===== src/rtl/keypad_entry_ctrl_pkg.sv =====
// Shared definitions for the keypad entry controller: FSM encoding and key width.
package keypad_entry_ctrl_pkg;

  localparam int KEY_W = 4;

  typedef enum logic [1:0] {
    ST_IDLE     = 2'd0,
    ST_DEBOUNCE = 2'd1,
    ST_PRESSED  = 2'd2,
    ST_RELEASE  = 2'd3
  } state_e;

endpackage


===== src/rtl/keypad_entry_ctrl_if.sv =====
// Scanner-side and consumer-side signals of the keypad entry controller.
interface keypad_entry_ctrl_if #(
  parameter int DEPTH = 4
);
  import keypad_entry_ctrl_pkg::*;

  logic                     key_valid;
  logic [KEY_W-1:0]         key_code;
  logic                     scan_en;
  logic                     out_valid;
  logic [KEY_W-1:0]         out_code;
  logic                     out_ready;
  logic [$clog2(DEPTH):0]   fifo_count;
  logic                     overflow;
  logic                     clr_ovf;

  modport slave (
    input  key_valid, key_code, out_ready, clr_ovf,
    output scan_en, out_valid, out_code, fifo_count, overflow
  );

  modport master (
    output key_valid, key_code, out_ready, clr_ovf,
    input  scan_en, out_valid, out_code, fifo_count, overflow
  );
endinterface


===== src/rtl/keypad_entry_ctrl_key_fifo.sv =====
// First-word-fall-through FIFO for accepted key codes; head reads as zero when empty.
module key_fifo #(
  parameter int DEPTH  = 4,
  parameter int DATA_W = 4
) (
  input  logic                   clk,
  input  logic                   rst_n,
  input  logic                   push,
  input  logic                   pop,
  input  logic [DATA_W-1:0]      din,
  output logic [DATA_W-1:0]      dout,
  output logic                   full,
  output logic                   empty,
  output logic [$clog2(DEPTH):0] count
);
  localparam int PW = $clog2(DEPTH);
  localparam int CW = PW + 1;

  logic [DATA_W-1:0] mem_q [DEPTH];
  logic [PW-1:0]     wr_ptr_q, wr_ptr_d;
  logic [PW-1:0]     rd_ptr_q, rd_ptr_d;
  logic [CW-1:0]     count_q, count_d;
  logic              do_push, do_pop;

  assign full  = (count_q == CW'(DEPTH));
  assign empty = (count_q == '0);
  assign count = count_q;
  assign dout  = empty ? '0 : mem_q[rd_ptr_q];

  // A full FIFO still takes a push when the head leaves in the same cycle.
  assign do_pop  = pop && !empty;
  assign do_push = push && (!full || do_pop);

  always_comb begin
    wr_ptr_d = wr_ptr_q;
    rd_ptr_d = rd_ptr_q;
    count_d  = count_q;
    if (do_push) wr_ptr_d = wr_ptr_q + PW'(1);
    if (do_pop)  rd_ptr_d = rd_ptr_q + PW'(1);
    case ({do_push, do_pop})
      2'b10:   count_d = count_q + CW'(1);
      2'b01:   count_d = count_q - CW'(1);
      default: count_d = count_q;
    endcase
  end

  always_ff @(posedge clk or negedge rst_n) begin
    if (!rst_n) begin
      wr_ptr_q <= '0;
      rd_ptr_q <= '0;
      count_q  <= '0;
    end else begin
      wr_ptr_q <= wr_ptr_d;
      rd_ptr_q <= rd_ptr_d;
      count_q  <= count_d;
    end
  end

  always_ff @(posedge clk) begin
    if (do_push) mem_q[wr_ptr_q] <= din;
  end

endmodule


===== src/rtl/keypad_entry_ctrl.sv =====
// Debounces scanner presses into one entry per press/release and buffers them in a FIFO.
module keypad_entry_ctrl
  import keypad_entry_ctrl_pkg::*;
#(
  parameter int DEB_CYCLES = 4,
  parameter int REL_CYCLES = 4,
  parameter int DEPTH      = 4
) (
  input  logic                 clk,
  input  logic                 reset,
  keypad_entry_ctrl_if.slave   bus
);
  localparam int MAX_C = (DEB_CYCLES > REL_CYCLES) ? DEB_CYCLES : REL_CYCLES;
  localparam int CNT_W = $clog2(MAX_C + 1);

  state_e           state_q, state_d;
  logic [CNT_W-1:0] cnt_q, cnt_d;
  logic [KEY_W-1:0] code_q, code_d;
  logic             ovf_q, ovf_d;
  logic             push, pop, fifo_full, fifo_empty;

  assign pop = bus.out_valid && bus.out_ready;

  always_comb begin
    state_d = state_q;
    cnt_d   = cnt_q;
    code_d  = code_q;
    push    = 1'b0;
    case (state_q)
      ST_IDLE: begin
        if (bus.key_valid) begin
          code_d  = bus.key_code;
          cnt_d   = '0;
          state_d = ST_DEBOUNCE;
        end
      end
      ST_DEBOUNCE: begin
        if (!bus.key_valid || (bus.key_code != code_q)) begin
          state_d = ST_IDLE;
        end else if (cnt_q == CNT_W'(DEB_CYCLES - 1)) begin
          push    = 1'b1;
          state_d = ST_PRESSED;
        end else begin
          cnt_d = cnt_q + CNT_W'(1);
        end
      end
      ST_PRESSED: begin
        // Code changes while held are ignored; only a release re-arms the press.
        if (!bus.key_valid) begin
          cnt_d   = '0;
          state_d = ST_RELEASE;
        end
      end
      ST_RELEASE: begin
        if (bus.key_valid) begin
          state_d = ST_PRESSED;
        end else if (cnt_q == CNT_W'(REL_CYCLES - 1)) begin
          state_d = ST_IDLE;
        end else begin
          cnt_d = cnt_q + CNT_W'(1);
        end
      end
      default: state_d = ST_IDLE;
    endcase
  end

  // A dropped key sets the sticky flag, and that set wins over a same-cycle clear.
  always_comb begin
    ovf_d = ovf_q;
    if (push && fifo_full && !pop) ovf_d = 1'b1;
    else if (bus.clr_ovf)          ovf_d = 1'b0;
  end

  always_ff @(posedge clk or negedge reset) begin
    if (!reset) begin
      state_q <= ST_IDLE;
      cnt_q   <= '0;
      code_q  <= '0;
      ovf_q   <= 1'b0;
    end else begin
      state_q <= state_d;
      cnt_q   <= cnt_d;
      code_q  <= code_d;
      ovf_q   <= ovf_d;
    end
  end

  key_fifo #(
    .DEPTH  (DEPTH),
    .DATA_W (KEY_W)
  ) u_fifo (
    .clk   (clk),
    .rst_n (reset),
    .push  (push),
    .pop   (pop),
    .din   (code_q),
    .dout  (bus.out_code),
    .full  (fifo_full),
    .empty (fifo_empty),
    .count (bus.fifo_count)
  );

  assign bus.out_valid = !fifo_empty;
  assign bus.scan_en   = !fifo_full;
  assign bus.overflow  = ovf_q;

endmodule


===== src/flat_wrapper.sv =====
// flat-port wrapper written by rule: the top's interface ports become plain ports
module keypad_entry_ctrl_flat import keypad_entry_ctrl_pkg::*;
#(
  parameter int DEB_CYCLES = 4,
  parameter int REL_CYCLES = 4,
  parameter int DEPTH      = 4
)
  (clk, reset, bus_key_valid, bus_key_code, bus_out_ready, bus_clr_ovf, bus_scan_en, bus_out_valid, bus_out_code, bus_fifo_count, bus_overflow);
  keypad_entry_ctrl_if #(.DEPTH(DEPTH)) bus_i ();
  input  logic clk;
  input  logic reset;
  input wire logic [$bits(bus_i.key_valid)-1:0] bus_key_valid;
  input wire logic [$bits(bus_i.key_code)-1:0] bus_key_code;
  input wire logic [$bits(bus_i.out_ready)-1:0] bus_out_ready;
  input wire logic [$bits(bus_i.clr_ovf)-1:0] bus_clr_ovf;
  output wire logic [$bits(bus_i.scan_en)-1:0] bus_scan_en;
  output wire logic [$bits(bus_i.out_valid)-1:0] bus_out_valid;
  output wire logic [$bits(bus_i.out_code)-1:0] bus_out_code;
  output wire logic [$bits(bus_i.fifo_count)-1:0] bus_fifo_count;
  output wire logic [$bits(bus_i.overflow)-1:0] bus_overflow;
  assign bus_i.key_valid = bus_key_valid;
  assign bus_i.key_code = bus_key_code;
  assign bus_i.out_ready = bus_out_ready;
  assign bus_i.clr_ovf = bus_clr_ovf;
  assign bus_scan_en = bus_i.scan_en;
  assign bus_out_valid = bus_i.out_valid;
  assign bus_out_code = bus_i.out_code;
  assign bus_fifo_count = bus_i.fifo_count;
  assign bus_overflow = bus_i.overflow;
  keypad_entry_ctrl #(.DEB_CYCLES(DEB_CYCLES), .REL_CYCLES(REL_CYCLES), .DEPTH(DEPTH)) u_core (.clk(clk), .reset(reset), .bus(bus_i));
endmodule

===== config.mk =====
export PLATFORM = sky130hd
export DESIGN_NAME = keypad_entry_ctrl_flat
export DESIGN_NICKNAME = d
export VERILOG_FILES = /design/src/rtl/keypad_entry_ctrl_pkg.sv /design/src/rtl/keypad_entry_ctrl_if.sv /design/src/rtl/keypad_entry_ctrl_key_fifo.sv /design/src/rtl/keypad_entry_ctrl.sv /design/src/flat_wrapper.sv
export SDC_FILE = /design/constraint.sdc
export NUM_CORES = 1
export LEC_CHECK = 0
export ABC_CLOCK_PERIOD_IN_PS = 2800
export CAP_MARGIN = 40
export CELL_PAD_IN_SITES_DETAIL_PLACEMENT = 0
export CELL_PAD_IN_SITES_GLOBAL_PLACEMENT = 1
export CORE_UTILIZATION = 45
export DETAILED_ROUTE_END_ITERATION = 8
export GPL_ROUTABILITY_DRIVEN = 0
export HOLD_SLACK_MARGIN = 0.05
export PLACE_DENSITY_LB_ADDON = 0.15
export SETUP_SLACK_MARGIN = 0.05
export SLEW_MARGIN = 20
export SYNTH_ARGS = -nofsm -noshare
export SYNTH_HDL_FRONTEND = slang
export SYNTH_SLANG_ARGS = --single-unit

===== constraint.sdc =====
create_clock -name clk -period 2.8 [get_ports clk]
set_input_delay 0.28 -clock clk [delete_from_list [all_inputs] [get_ports clk]]
set_output_delay 0.28 -clock clk [all_outputs]
set_load 0.1 [all_outputs]

Word-level counts from Yosys, hierarchy flattened
Memories as Yosys holds them, arrays and structs flattened.
Cells that the tools add are included.
{"block": "classes", "add_sub_neg": 5, "eq_ne": 14, "muxes": 22, "reduce_logical": 18}
{"op": "3-bit two-way mux", "n": 5}
{"op": "2-bit two-way mux", "n": 6}
{"op": "3-bit case mux with 4 select lines", "n": 1}
{"op": "2-bit inequality test, second input constant", "n": 4}
{"op": "2-bit case mux with 4 select lines", "n": 1}
{"op": "4-bit AND reduction", "n": 2}
{"op": "1-bit two-way mux", "n": 7}
{"op": "3-bit by 1-bit adder with 3-bit output, second input constant", "n": 2}
{"op": "2-bit equality test, second input constant", "n": 3}
{"op": "3-bit case mux with 2 select lines", "n": 1}
{"op": "1-bit logical AND", "n": 5}
{"op": "2-bit by 1-bit adder with 2-bit output, second input constant", "n": 2}
{"op": "2-bit by 1-bit equality test with 1-bit output, second input constant", "n": 2}
{"op": "1-bit logical NOT", "n": 4}
{"op": "4-bit two-way mux", "n": 1}
{"op": "4-bit inequality test", "n": 1}
{"op": "2-bit nonzero test", "n": 2}
{"op": "3-bit by 2-bit equality test with 1-bit output, second input constant", "n": 1}
{"op": "3-bit equality test, second input constant", "n": 1}
{"op": "3-bit logical NOT", "n": 1}
{"op": "3-bit by 1-bit inequality test with 1-bit output, second input constant", "n": 1}
{"op": "3-bit by 2-bit inequality test with 1-bit output, second input constant", "n": 1}
{"op": "3-bit by 1-bit subtractor with 3-bit output, second input constant", "n": 1}
{"op": "2-bit logical NOT", "n": 1}
{"op": "2 further kinds", "n": 3}
{"block": "totals", "regBits": 17, "ram_bits": 16, "in_bits": 9, "output_inout_bits": 10, "word_cells": 67, "n_memories": 1}
{"memory": "u_core.u_fifo.mem_q", "words": 4, "width": 4, "rd": 1, "rd_ports_with_merged_regs": 0, "wr": 1, "line": "keypad_entry_ctrl_key_fifo.sv:19", "source": "logic [DATA_W-1:0] mem_q [DEPTH];"}

Depth between registers and ports, before layout
{"block": "logic_depth", "word_depth": 8, "ltp_mapped": 13, "mapped_depth_nobuf": 12}

Cells and area by module
A second synthesis with hierarchy kept.
{"block": "unflattened", "cells_unflattened": 119, "area_unflattened_um2": 1615.3}
{"module": "key_fifo", "n_inst": 1, "cells_each": 64, "area_per_inst_um2": 1042.2, "seq_area_each_um2": 655.6}
{"module": "keypad_entry_ctrl", "n_inst": 1, "cells_each": 55, "area_per_inst_um2": 573.0, "seq_area_each_um2": 250.2}

Least setup slack after synthesis
Ideal clock, no wire load.
{"block": "synth_path", "kind": "reg-to-reg", "startpoint": "reg u_core.u_fifo.count_q[0] (netlist: u_core.u_fifo.count[0])", "endpoint": "reg u_core.u_fifo.count_q[2] (netlist: u_core.u_fifo.count[2])", "setup_ns": 0.163, "t_arrival_ns": 3.017, "required_time_ns": 2.637, "path_slack_ns": -0.380, "stages_incl_launch_ff": 9, "path_buffers": 0, "period_less_slack_ns": 3.180, "path_cell_list": "dfrtp_1 or3_1 and2_1 ha_1 inv_1 fa_1 xor2_1 nor2_1 xor2_1"}
{"block": "synth_between", "elab_chain_cells": 8, "elab_cells_between_ends": 14, "cone_classes": "2 x add/sub; 3 x eq/ne; 1 x mux; 8 x reduce/logical"}
{"element": "start: declaration", "line": "keypad_entry_ctrl_key_fifo.sv:22", "source": "logic [CW-1:0] count_q, count_d;"}
{"element": "start signal: assignment", "line": "keypad_entry_ctrl_key_fifo.sv:55", "source": "count_q <= count_d;"}
{"element": "3-bit logical NOT *", "line": "keypad_entry_ctrl_key_fifo.sv:26", "source": "assign empty = (count_q == '0);"}
{"element": "1-bit logical NOT *", "line": "keypad_entry_ctrl.sv:103", "source": "assign bus.out_valid = !fifo_empty;"}
{"element": "via bus_out_valid", "line": "flat_wrapper.sv:17", "source": "output wire logic [$bits(bus_i.out_valid)-1:0] bus_out_valid;"}
{"element": "1-bit logical AND", "line": "keypad_entry_ctrl.sv:22", "source": "assign pop = bus.out_valid && bus.out_ready;"}
{"element": "1-bit logical AND *", "line": "keypad_entry_ctrl_key_fifo.sv:31", "source": "assign do_pop = pop && !empty;"}
{"element": "via u_core.u_fifo.do_pop", "line": "keypad_entry_ctrl_key_fifo.sv:23", "source": "logic do_push, do_pop;"}
{"element": "1-bit logical OR", "line": "keypad_entry_ctrl_key_fifo.sv:32", "source": "assign do_push = push && (!full || do_pop);"}
{"element": "1-bit logical AND", "line": "keypad_entry_ctrl_key_fifo.sv:32"}
{"element": "2-bit by 1-bit equality test with 1-bit output / 2-bit equality test (equally long branches)", "line": "keypad_entry_ctrl_key_fifo.sv:40", "source": "case ({do_push, do_pop})"}
{"element": "3-bit case mux with 2 select lines / 2-bit nonzero test (equally long branches)"}
Mark *: on every way through the listed nets, which the timed path passes. The rest lies on a longest branch.
A chain may end at the register's enable or synchronous reset.

Worst setup path after layout
{"block": "layout_path", "startpoint": "reg u_core.cnt_q[0]", "endpoint": "reg u_core.u_fifo.count_q[2] (netlist: u_core.u_fifo.count[2])"}
{"block": "layout_between", "elab_chain_cells": 7, "elab_cells_between_ends": 9, "cone_classes": "3 x eq/ne; 4 x mux; 2 x reduce/logical"}
{"element": "start: declaration", "line": "keypad_entry_ctrl.sv:17", "source": "logic [CNT_W-1:0] cnt_q, cnt_d;"}
{"element": "start signal: assignment", "line": "keypad_entry_ctrl.sv:82", "source": "cnt_q <= cnt_d;"}
{"element": "3-bit by 2-bit equality test with 1-bit output *", "line": "keypad_entry_ctrl.sv:40", "source": "end else if (cnt_q == CNT_W'(DEB_CYCLES - 1)) begin"}
{"element": "1-bit two-way mux *", "line": "keypad_entry_ctrl.sv:40"}
{"element": "1-bit two-way mux *", "line": "keypad_entry_ctrl.sv:38", "source": "if (!bus.key_valid || (bus.key_code != code_q)) begin"}
{"element": "1-bit two-way mux *", "line": "keypad_entry_ctrl.sv:29", "source": "case (state_q)"}
{"element": "1-bit logical AND *", "line": "keypad_entry_ctrl_key_fifo.sv:32"}
{"element": "2-bit by 1-bit equality test with 1-bit output / 2-bit equality test (equally long branches)", "line": "keypad_entry_ctrl_key_fifo.sv:40"}
{"element": "3-bit case mux with 2 select lines / 2-bit nonzero test (equally long branches)"}
Mark *: on every way between the ends. The rest lies on a longest branch, timed or not.

==> run_results.csv <==
group,metric,value,unit
run_status,status,"completed",
synthesis,synthAdderAreaFrac,0.0628,
sta,fin_ws,0.392,ns
cts,clk_pin_slew_worst_paths,0.07,ns
power_and_ir_drop,switching_share,0.462,
synthesis,synthTopCellsByArea,"edfxtp_1 (28%), dfrtp_1 (25%), mux4_2 (5.3%), ha_1 (5.1%), xnor2_2 (2.8%)",
finish,nets,174,
synthesis,yosysTopAreaCell,"edfxtp_1",
cts,cts_max_level,2,
synthesis,async_flop_share,0.515,
finish,area_growth,20.3,%
detailed_routing,dr.pass1.iters,4,
die,core,0.00366,mm2
global_routing,grtUsageMet3,0.0507,
power_and_ir_drop,irDropWorstVdd,0.000474,V
synthesis,synthXorXnorAreaFrac,0.0643,
global_routing,track_usage,0.183,
detailed_routing,first_iter_violations,41,
sta,hold_viol,0,
power_and_ir_drop,p_leak,0.803,nW
synthesis,synth-compound-area-share,0.0709,
critical_path,cp_max_fo,8,
sta,slew_viol_final,0,
detailed_routing,drtAntennaViolNets,0,
flow_run,maxCapViolCount,0,
power_and_ir_drop,power.density,1000,mW/mm2
critical_path,cp.arrival,2.61,ns
critical_path,worstPathRequired,3.00,ns
cts,clk_root_buffer_cell,"clkbuf_8",
power_and_ir_drop,combPwrFrac,0.463,
cts,cts_sinks,33,
detailed_routing,post_drt_wl_per_cell,15.0,um
cts,ctsLongestPathBuffers,2,
global_routing,grt_first_pass_wirelength,5420,um
global_routing,grtUsageMet1,0.220,
placed_design,numPortBuffers,18,
cts,hold_buffers,0,
synthesis,synthMuxAreaShare,0.0935,
sta,holdWs,0.193,ns
global_routing,busiest_layer,"met2",
critical_path,endpoint_kind,"flip-flop",
synthesis,synth_edf_count,16,
synthesis,synth_nets,149,
finish,diodes,0,
sta,fin_worst_skew,0.00489,ns
finish,drive_gt1_frac,0.278,
synthesis,ys_types,39,
sta,worst_pin_slew,0.583,ns
die,die_h,63.7,um
power_and_ir_drop,clkPwrFrac,0.210,
cts,cts_setup_buffers,0,
sta,max_freq,0.415,GHz
synthesis,synth_simple_gate_area_share,0.144,
synthesis,netlist_instances,132,
global_routing,grt_overflow,0,
cts,cts_tree,"built",
sta,slew_headroom,0.610,
die,fp.dieW,63.7,um
global_routing,use_met2,0.305,
power_and_ir_drop,power,2.06,mW
synthesis,ys.flop_type,"dfrtp_1",
power_and_ir_drop,internal_power,1.11,mW
synthesis,synth_top_area_share,0.280,
detailed_routing,routed_wirelength,3080,um
global_routing,antenna_found_initial,0,
power_and_ir_drop,p_switching,0.952,mW
synthesis,yosys_warnings,0,
detailed_routing,drcViolationCount,0,
synthesis,avgSynthCellArea,13.0,um2
cts,cts_resized,0,
detailed_routing,num_vias,1093,
sta,setup_violations,0,
sta,period_needed,2.41,ns
die,design.die.area,0.00406,mm2
sta,rsz0062_at_grt,"no",
global_routing,grt_max_degree,18,
die,rows,22,
critical_path,critPathLaunchType,"flip-flop",
placed_design,place_ws,0.336,ns
cts,cts_buffers,5,
detailed_routing,vias_per_cell,5.31,
power_and_ir_drop,seqPwrFrac,0.326,
die,initial_utilization,0.468,
finish,final_util,0.563,
cts,clock_latency,0.29,ns
global_routing,grt_pass1_vias,1125,
synthesis,ys_seq_area_frac,0.529,
sta,min_period_over_period,0.860,
hold_path,hold_path.class,"in -> async",
die,io_pins,19,
sta,fin_setup_tns,0,ns
synthesis,synth_top_family_by_area,"simple AND/OR/NAND/NOR gates",
placed_design,hpwl,2220,um
synthesis,syn_area,0.00171,mm2
synthesis,ys_ff_latch,33,
critical_path,crit_type,"reg -> reg",
[cell type report]
cell class | instances | area, um2
fill | 320 | 1600
sequential | 33 | 910
multi-input combinational | 84 | 747
timing repair buffer | 23 | 200
clock buffer | 6 | 72.6
tap | 48 | 60.1
inverter | 10 | 37.5
clock inverter | 2 | 33.8
[critical path: stages, from the launching register on]
cell and delay, ns:
dfrtp_1 0.45, ha_1 0.23, ha_1 0.20, nand2_1 0.12, nor2_1 0.08, nor4b_4 0.15, inv_1 0.07, ha_1 0.18
inv_1 0.06, fa_1 0.37, xor2_1 0.15, nor2_1 0.11, xor2_1 0.16
[synthesized netlist by cell type, drive strengths merged, types with 3 or more instances]
master  number
a21oi        3
xor2         3
nand2       10
ha           7
and2         9
inv         10
mux2         5
xnor2        7
edfxtp      16
o31ai        3
or3          3
o21ai        3
o211ai       3
nor4b        3
dfrtp       17
buf          4
mux4         4
[sequential cells by signal, summed over array words and instances, names as in the netlist]
signal,flops
u_core.u_fifo.mem_q,16
u_core.code_q,4
u_core.cnt_q,3
u_core.u_fifo.count,3
u_core.state_q,2
u_core.u_fifo.rd_ptr_q,2
u_core.u_fifo.wr_ptr_q,2
u_core.bus.overflow,1
[layer usage]
layer,vias up,part of all wire,routed length (um)
li1,521,-,-
met1,538,0.46,1420
met2,27,0.48,1480
met3,7,0.044,135
met4,0,0.018,54
met5,-,0,0
[per-stage QoR]
step | std cells | instance area [um2]
floorplan | 132 | 1720
global placement | 197 | 1940
detailed placement | 197 | 1940
CTS | 205 | 2050
global route | 206 | 2060
finish | 206 | 2060
[worst paths after layout]
check / startpoint / endpoint / slack (ns) / cells after the start
worst min-delay path: reset / u_core.u_fifo.wr_ptr_q[0]$_DFFE_PN0P_ / 0.19 / 1
worst max-delay path: u_core.cnt_q[0]$_DFFE_PN0P_ / u_core.u_fifo.count[2]$_DFFE_PN0P_ / 0.39 / 12
max in group asynchronous: reset / u_core.u_fifo.count[0]$_DFFE_PN0P_ / 2.23 / 2
worst min register to register: u_core.u_fifo.count[2]$_DFFE_PN0P_ / u_core.u_fifo.count[2]$_DFFE_PN0P_ / 0.51 / 1
min in group clk: u_core.u_fifo.count[2]$_DFFE_PN0P_ / u_core.u_fifo.count[2]$_DFFE_PN0P_ / 0.51 / 1
worst max register to register: u_core.cnt_q[0]$_DFFE_PN0P_ / u_core.u_fifo.count[2]$_DFFE_PN0P_ / 0.39 / 12
[power groups by stage]
| stage | Clock, mW | Combinational, mW | Sequential [mW] |
|---|---|---|---|
| after floorplan | 0 | 0.644 | 0.802 |
| after global placement | 0 | 0.942 | 0.679 |
| after detailed placement | 0 | 0.958 | 0.682 |
| after CTS | 0.442 | 0.961 | 0.675 |
| after global routing | 0.462 | 0.995 | 0.686 |
| final | 0.434 | 0.956 | 0.673 |
[cell families (layout without fill, tap and decap cells)]
logic type	Yosys count	count (layout)
xor gates and xnor gates	10	10
muxes	10	10
DFF	33	33
and+or+nand+nor	38	38
AOI/OAI and AO/OA	18	18
buffers and inverters	15	41
adders and majority gates	8	8
[cells in the final DEF, fill, tap and decap left out, types with 2 or more instances in the layout]
master	netlist	final
buf_4	0	14
o21ai_0	3	3
mux2_2	4	4
clkbuf_8	0	5
a22oi_1	2	2
clkdlybuf4s50_1	0	8
dfrtp_1	17	14
xor2_1	3	3
and2_1	5	5
ha_1	7	7
and2_2	4	4
o211ai_1	3	3
xnor2_2	3	3
nor2_1	2	2
a21oi_1	3	3
nor4b_1	2	2
mux4_2	4	4
nand2b_1	2	2
nand2_1	10	10
or3_1	3	2
inv_1	10	10
and3_1	2	2
dfrtp_2	0	3
edfxtp_1	16	16
xnor2_1	4	4
o31ai_1	3	3
Power figures use the tool's default switching activity.
==> RTL edit 1 (same settings) <==
The 4 states of `state_e` get a one-hot encoding in 4 bits.
--- a/src/rtl/keypad_entry_ctrl_pkg.sv
+++ b/src/rtl/keypad_entry_ctrl_pkg.sv
@@ -3,11 +3,11 @@
 
   localparam int KEY_W = 4;
 
-  typedef enum logic [1:0] {
-    ST_IDLE     = 2'd0,
-    ST_DEBOUNCE = 2'd1,
-    ST_PRESSED  = 2'd2,
-    ST_RELEASE  = 2'd3
+  typedef enum logic [3:0] {
+    ST_IDLE     = 4'b0001,
+    ST_DEBOUNCE = 4'b0010,
+    ST_PRESSED  = 4'b0100,
+    ST_RELEASE  = 4'b1000
   } state_e;
 
 endpackage
Function: no difference found for any inputs over 10 cycles, from zero or initial values and one cycle with reset low; not proved beyond that.
==> RTL edit 1 against the original RTL <==
Sequential share of layout area up 1.2 points. First-iteration DRC count rose by 98%. Count of clock-buffer cells in the layout did not move. Sequential cell count increased by 2. Cell area rose by 2.9%. Die area rose by 6.7%. Area after synthesis is 6.9% higher. Global-route usage up 0.45 points. Core utilization is 0.051 points lower. Cell count is 5.3% higher. Worst setup slack improved by 0.12 ns. Total power increased by 11%. Wire length increased by 8.3%. Critical path type unchanged. Largest cell class unchanged.
==> RTL edit 1: results (changes against the original RTL) <==
[grt]
antenna_found_initial = 0  ; unchanged
grt_pass1_wl_mm = 5.86  ; +8.2%
grt_max_degree = 20  ; +2
met3_usage_pct = 6.55  ; +1.5 points
grtUsageMet1_pct = 21.8  ; -0.14 points
first_global_vias = 1238  ; +10%

[cells_and_area]
clk_share_pct = 4.01  ; -1.1 points
n_all_buffers = 20  ; -13%
multi_input_area_share_pct = 38.4  ; +2.2 points
buffer_area_share_pct = 8.02  ; -1.7 points
n_all_inverters = 8  ; -2
multi_input_gates = 98  ; +17%
fillers = 319  ; -0.31%
seq_share_pct = 45.3  ; +1.2 points
final_nets = 184  ; +5.7%
drive_gt1_share_pct = 24.3  ; -3.6 points

[synthesis]
async_flop_share_pct = 54.3  ; +2.8 points
mappedNetlistNets = 165  ; +11%
syn-instance-count = 149  ; +13%
synth_compound_area_share_pct = 8.74  ; +1.7 points
yosysSeqAreaShare_pct = 52.3  ; -0.63 points
synth_cell_types = 42  ; +7.7%
synthTopCellsByArea = edfxtp_1 26%, dfrtp_1 25%, mux4_2 4.9%
synthMuxAreaShare_pct = 10.2  ; +0.90 points
synth_xor_area_share_pct = 4.78  ; -1.6 points

[floorplanning]
core_sq_mm = 0.00377  ; +3.0%

[drt]
wl_per_cell_um = 15.4  ; +2.8%
route.layer.met1.wl_mm = 1.46  ; +3.0%
wl_met3_um = 156  ; +16%
totalWireLength_mm = 3.34  ; +8.3%
wl_met2_mm = 1.66  ; +13%
drtIter0Drc = 81  ; +98%
vias_per_cell = 5.45  ; +2.7%

[setup_path]
max_stage_delay_ns = 0.37  ; -0.08 ns
arrival_ns = 2.49  ; -0.12 ns
rr_worst_depth = 11  ; -1
cp_slowest_cell = fa_1
regToRegSetupSlack_ns = 0.51  ; +0.12 ns

[status]
status = completed

[clock_tree]
numClockSinks = 35  ; +6.1%

[pwr]
combPwrFrac_pct = 48.5  ; +2.2 points
clkPwrFrac_pct = 15.5  ; -5.5 points
p_leak_nw = 0.823  ; +2.5%
p_int_mw = 1.17  ; +5.7%

[place]
hpwl_mm = 2.46  ; +11%
dp.cells = 209  ; +6.1%

[timing]
relSlewSlack_pct = 71.4  ; +10 points
clock_skew_ns = 0.00388  ; -0.00101 ns

==> RTL edit 1: cell types whose count changed after synthesis, sizes merged, moves of 3 or more <==
cell    change
nor2        +9
clkbuf      +5
nand3b      +3
nor3        +3
o211ai      -3
==> RTL edit 1: per-stage QoR <==
step	setup WS [ns]	util, %
6_report	0.514	56.2
5_1_grt	0.274	56.2
4_1_cts	0.492	56.2
3_5_place_dp	0.253	54.0
3_3_place_gp	0.350	54.0
2_1_floorplan	0.172	-
==> RTL edit 1: worst min-delay path by stage <==
stage / startpoint / to / slack (ns) / cells after the start
floorplan: reset / u_core.bus.overflow / -0.02 / 0
global placement: u_core.cnt_q[2] / u_core.cnt_q[2] / 0.48 / 1
detailed placement: u_core.cnt_q[1] / u_core.cnt_q[1] / 0.49 / 1
CTS: reset / u_core.u_fifo.rd_ptr_q[0] / 0.34 / 2
global route: reset / u_core.u_fifo.rd_ptr_q[1] / 0.37 / 2
finish: reset / u_core.u_fifo.rd_ptr_q[1] / 0.34 / 2
==> RTL edit 2 (same flow settings) <==
Made on the original files. The package constant `KEY_W` goes from 4 to 6.
--- a/src/rtl/keypad_entry_ctrl_pkg.sv
+++ b/src/rtl/keypad_entry_ctrl_pkg.sv
@@ -1,7 +1,7 @@
 // Shared definitions for the keypad entry controller: FSM encoding and key width.
 package keypad_entry_ctrl_pkg;
 
-  localparam int KEY_W = 4;
+  localparam int KEY_W = 6;
 
   typedef enum logic [1:0] {
     ST_IDLE     = 2'd0,
Ports: changed (resized bus_key_code and bus_out_code); port bits go from 19 to 23. The function was not compared with the original's and may differ.
==> RTL edit 2 against the original RTL <==
Largest cell class unchanged. Largest power group unchanged. Total power grew 20%. Area after synthesis is 15% higher. Maximum frequency rose by 1.6%. Sequential cell count is 10 higher. Cell area increased by 15%. Wire length grew 9.5%. Worst setup slack better by 0.037 ns. First-iteration DRC count up 90%.
==> RTL edit 2: results (changes against the original RTL) <==
[status]
status = completed

[place]
place_area_sq_mm = 0.00225  ; +16%
dp_worst_setup_slack_ns = 0.136  ; -0.200 ns
port_buffers = 22  ; +4
hpwl_mm = 2.55  ; +15%

[synthesis]
mappedNetlistNets = 153  ; +2.7%
synthAdderAreaFrac_pct = 5.46  ; -0.82 points
synth_xor_area_share_pct = 5.33  ; -1.1 points
synthTopCellsByArea = edfxtp_1 37%, dfrtp_1 24%, mux4_2 6.9%
synth_compound_area_share_pct = 3.68  ; -3.4 points
ys_top_cells_by_count = 24 x edfxtp_1, 19 x dfrtp_1, 10 x inv_1, 9 x xnor2_1
yosys_most_used_dff = edfxtp_1
yosysWarningCount = 0  ; unchanged
yosysSeqAreaShare_pct = 60.7  ; +7.8 points
synth_cell_types = 34  ; -13%
synth_edf_count = 24  ; +8
async_flop_share_pct = 44.2  ; -7.3 points
synthMuxAreaShare_pct = 12.1  ; +2.7 points

[clock_tree]
post_cts.repair.setup_buffers = 0  ; unchanged
cts_root_buf = clkbuf_8
post_cts_resized = 0  ; unchanged
cts.reportedPaths.clkPinSlew_ns = 0.09  ; +0.02 ns
cts_inserted_buffers = 5  ; unchanged

[cells_and_area]
reg_top3 = u_core.u_fifo.mem_q (24), u_core.code_q (6)
final_nets = 181  ; +4.0%
antenna_cells = 0  ; unchanged
drive_gt1_share_pct = 28.2  ; +0.37 points

[pwr]
power.switching_mw = 1.15  ; +21%
p_leak_nw = 0.926  ; +15%
vdd_drop_max_mv = 0.432  ; -9.0%

[grt]
antenna_found_initial = 0  ; unchanged
gr-usage-all-layers_pct = 17.5  ; -0.78 points
grt_max_degree = 15  ; -3
grt_pass1_wl_mm = 5.51  ; +1.8%

[timing]
clock_skew_ns = 0.00889  ; +0.00400 ns
relSlewSlack_pct = 64.7  ; +3.6 points

[setup_path]
arrival_ns = 2.56  ; -0.05 ns
crit_fanout = 6  ; -2

[drt]
drtIter0Drc = 78  ; +90%
vias_per_cell = 5.19  ; -2.1%
wl_per_cell_um = 15.9  ; +5.9%

[min_path]
hold_path.class = input pin to async pin

[RTL edit 2: changes by cell type after synthesis, sizes merged, moves of 3 or more]
| cell | before | now |
|---|---|---|
| a21oi | 3 | 0 |
| buf | 4 | 1 |
| edfxtp | 16 | 24 |
| nand2 | 10 | 6 |
| nor2 | 2 | 7 |
| nor4b | 3 | 0 |
[RTL edit 2: cell families (layout without fill, tap and decap cells)]
logic type,after synthesis,after routing
buffers and inverters,13,42
xor gates and xnor gates,12,12
adders and majority gates,8,8
AOI/OAI and AO/OA,9,9
muxes,15,15
DFF,43,43
and+or+nand+nor,34,34
[RTL edit 2: critical path: stages, from the launching register on]
cell     delay, ns
dfrtp_1       0.47
xnor2_1       0.18
nand4_1       0.16
or2_4         0.29
nor4_4        0.28
inv_1         0.08
ha_1          0.22
inv_1         0.07
fa_1          0.18
xor2_1        0.14
nor2_1        0.06
xor2_1        0.13
[RTL edit 2: layer usage]
layer  vias to the layer above  part of all wire [%]  GRT usage [%]  wire length [um]
met5                         -                     0              0                 0
met4                         0                   1.9           8.59                63
met3                         8                   2.6           4.50                88
met2                        17                    52           29.7              1740
met1                       547                    44           20.5              1480
li1                        534                     -              -                 -
[RTL edit 2: layout make-up]
| class | count | area (sq um) |
|---|---|---|
| timing repair buffer | 24 | 213 |
| multi-input combinational | 78 | 737 |
| inverter | 10 | 37.5 |
| clock buffer | 5 | 68.8 |
| fill | 327 | 1750 |
| sequential | 43 | 1200 |
| clock inverter | 3 | 43.8 |
| tap | 50 | 62.6 |
[RTL edit 2: path summary, 6_finish.rpt]
path / slack, ns / start / endpoint / cells past startpoint
hold / removal: 0.32 / reset / u_core.u_fifo.rd_ptr_q[1] / 1
setup reg to reg: 0.43 / u_core.code_q[5] / u_core.u_fifo.count[2] / 11
setup / recovery: 0.43 / u_core.code_q[5] / u_core.u_fifo.count[2] / 11
min in group clk: 0.50 / u_core.u_fifo.count[0] / u_core.u_fifo.count[0] / 1
hold reg to reg: 0.50 / u_core.u_fifo.count[0] / u_core.u_fifo.count[0] / 1
max in group asynchronous: 2.02 / reset / u_core.state_q[0] / 2
[RTL edit 2: power groups by stage]
stage                     sequential (mW)  clock, mW  combinational, mW
after floorplan                     0.962          0              0.837
after global placement              0.861          0               1.15
after detailed placement            0.865          0               1.15
after CTS                           0.851      0.494               1.15
after global routing                0.865      0.523               1.20
final                               0.848      0.484               1.14
[RTL edit 2: through the flow]
stage | total power [mW] | hold slack (ns) | cells
after floorplan | 1.80 | -0.0156 | 134
after global placement | 2.01 | 0.480 | 204
after detailed placement | 2.02 | 0.485 | 205
after CTS | 2.50 | 0.335 | 213
after global routing | 2.59 | 0.350 | 213
final | 2.48 | 0.321 | 213
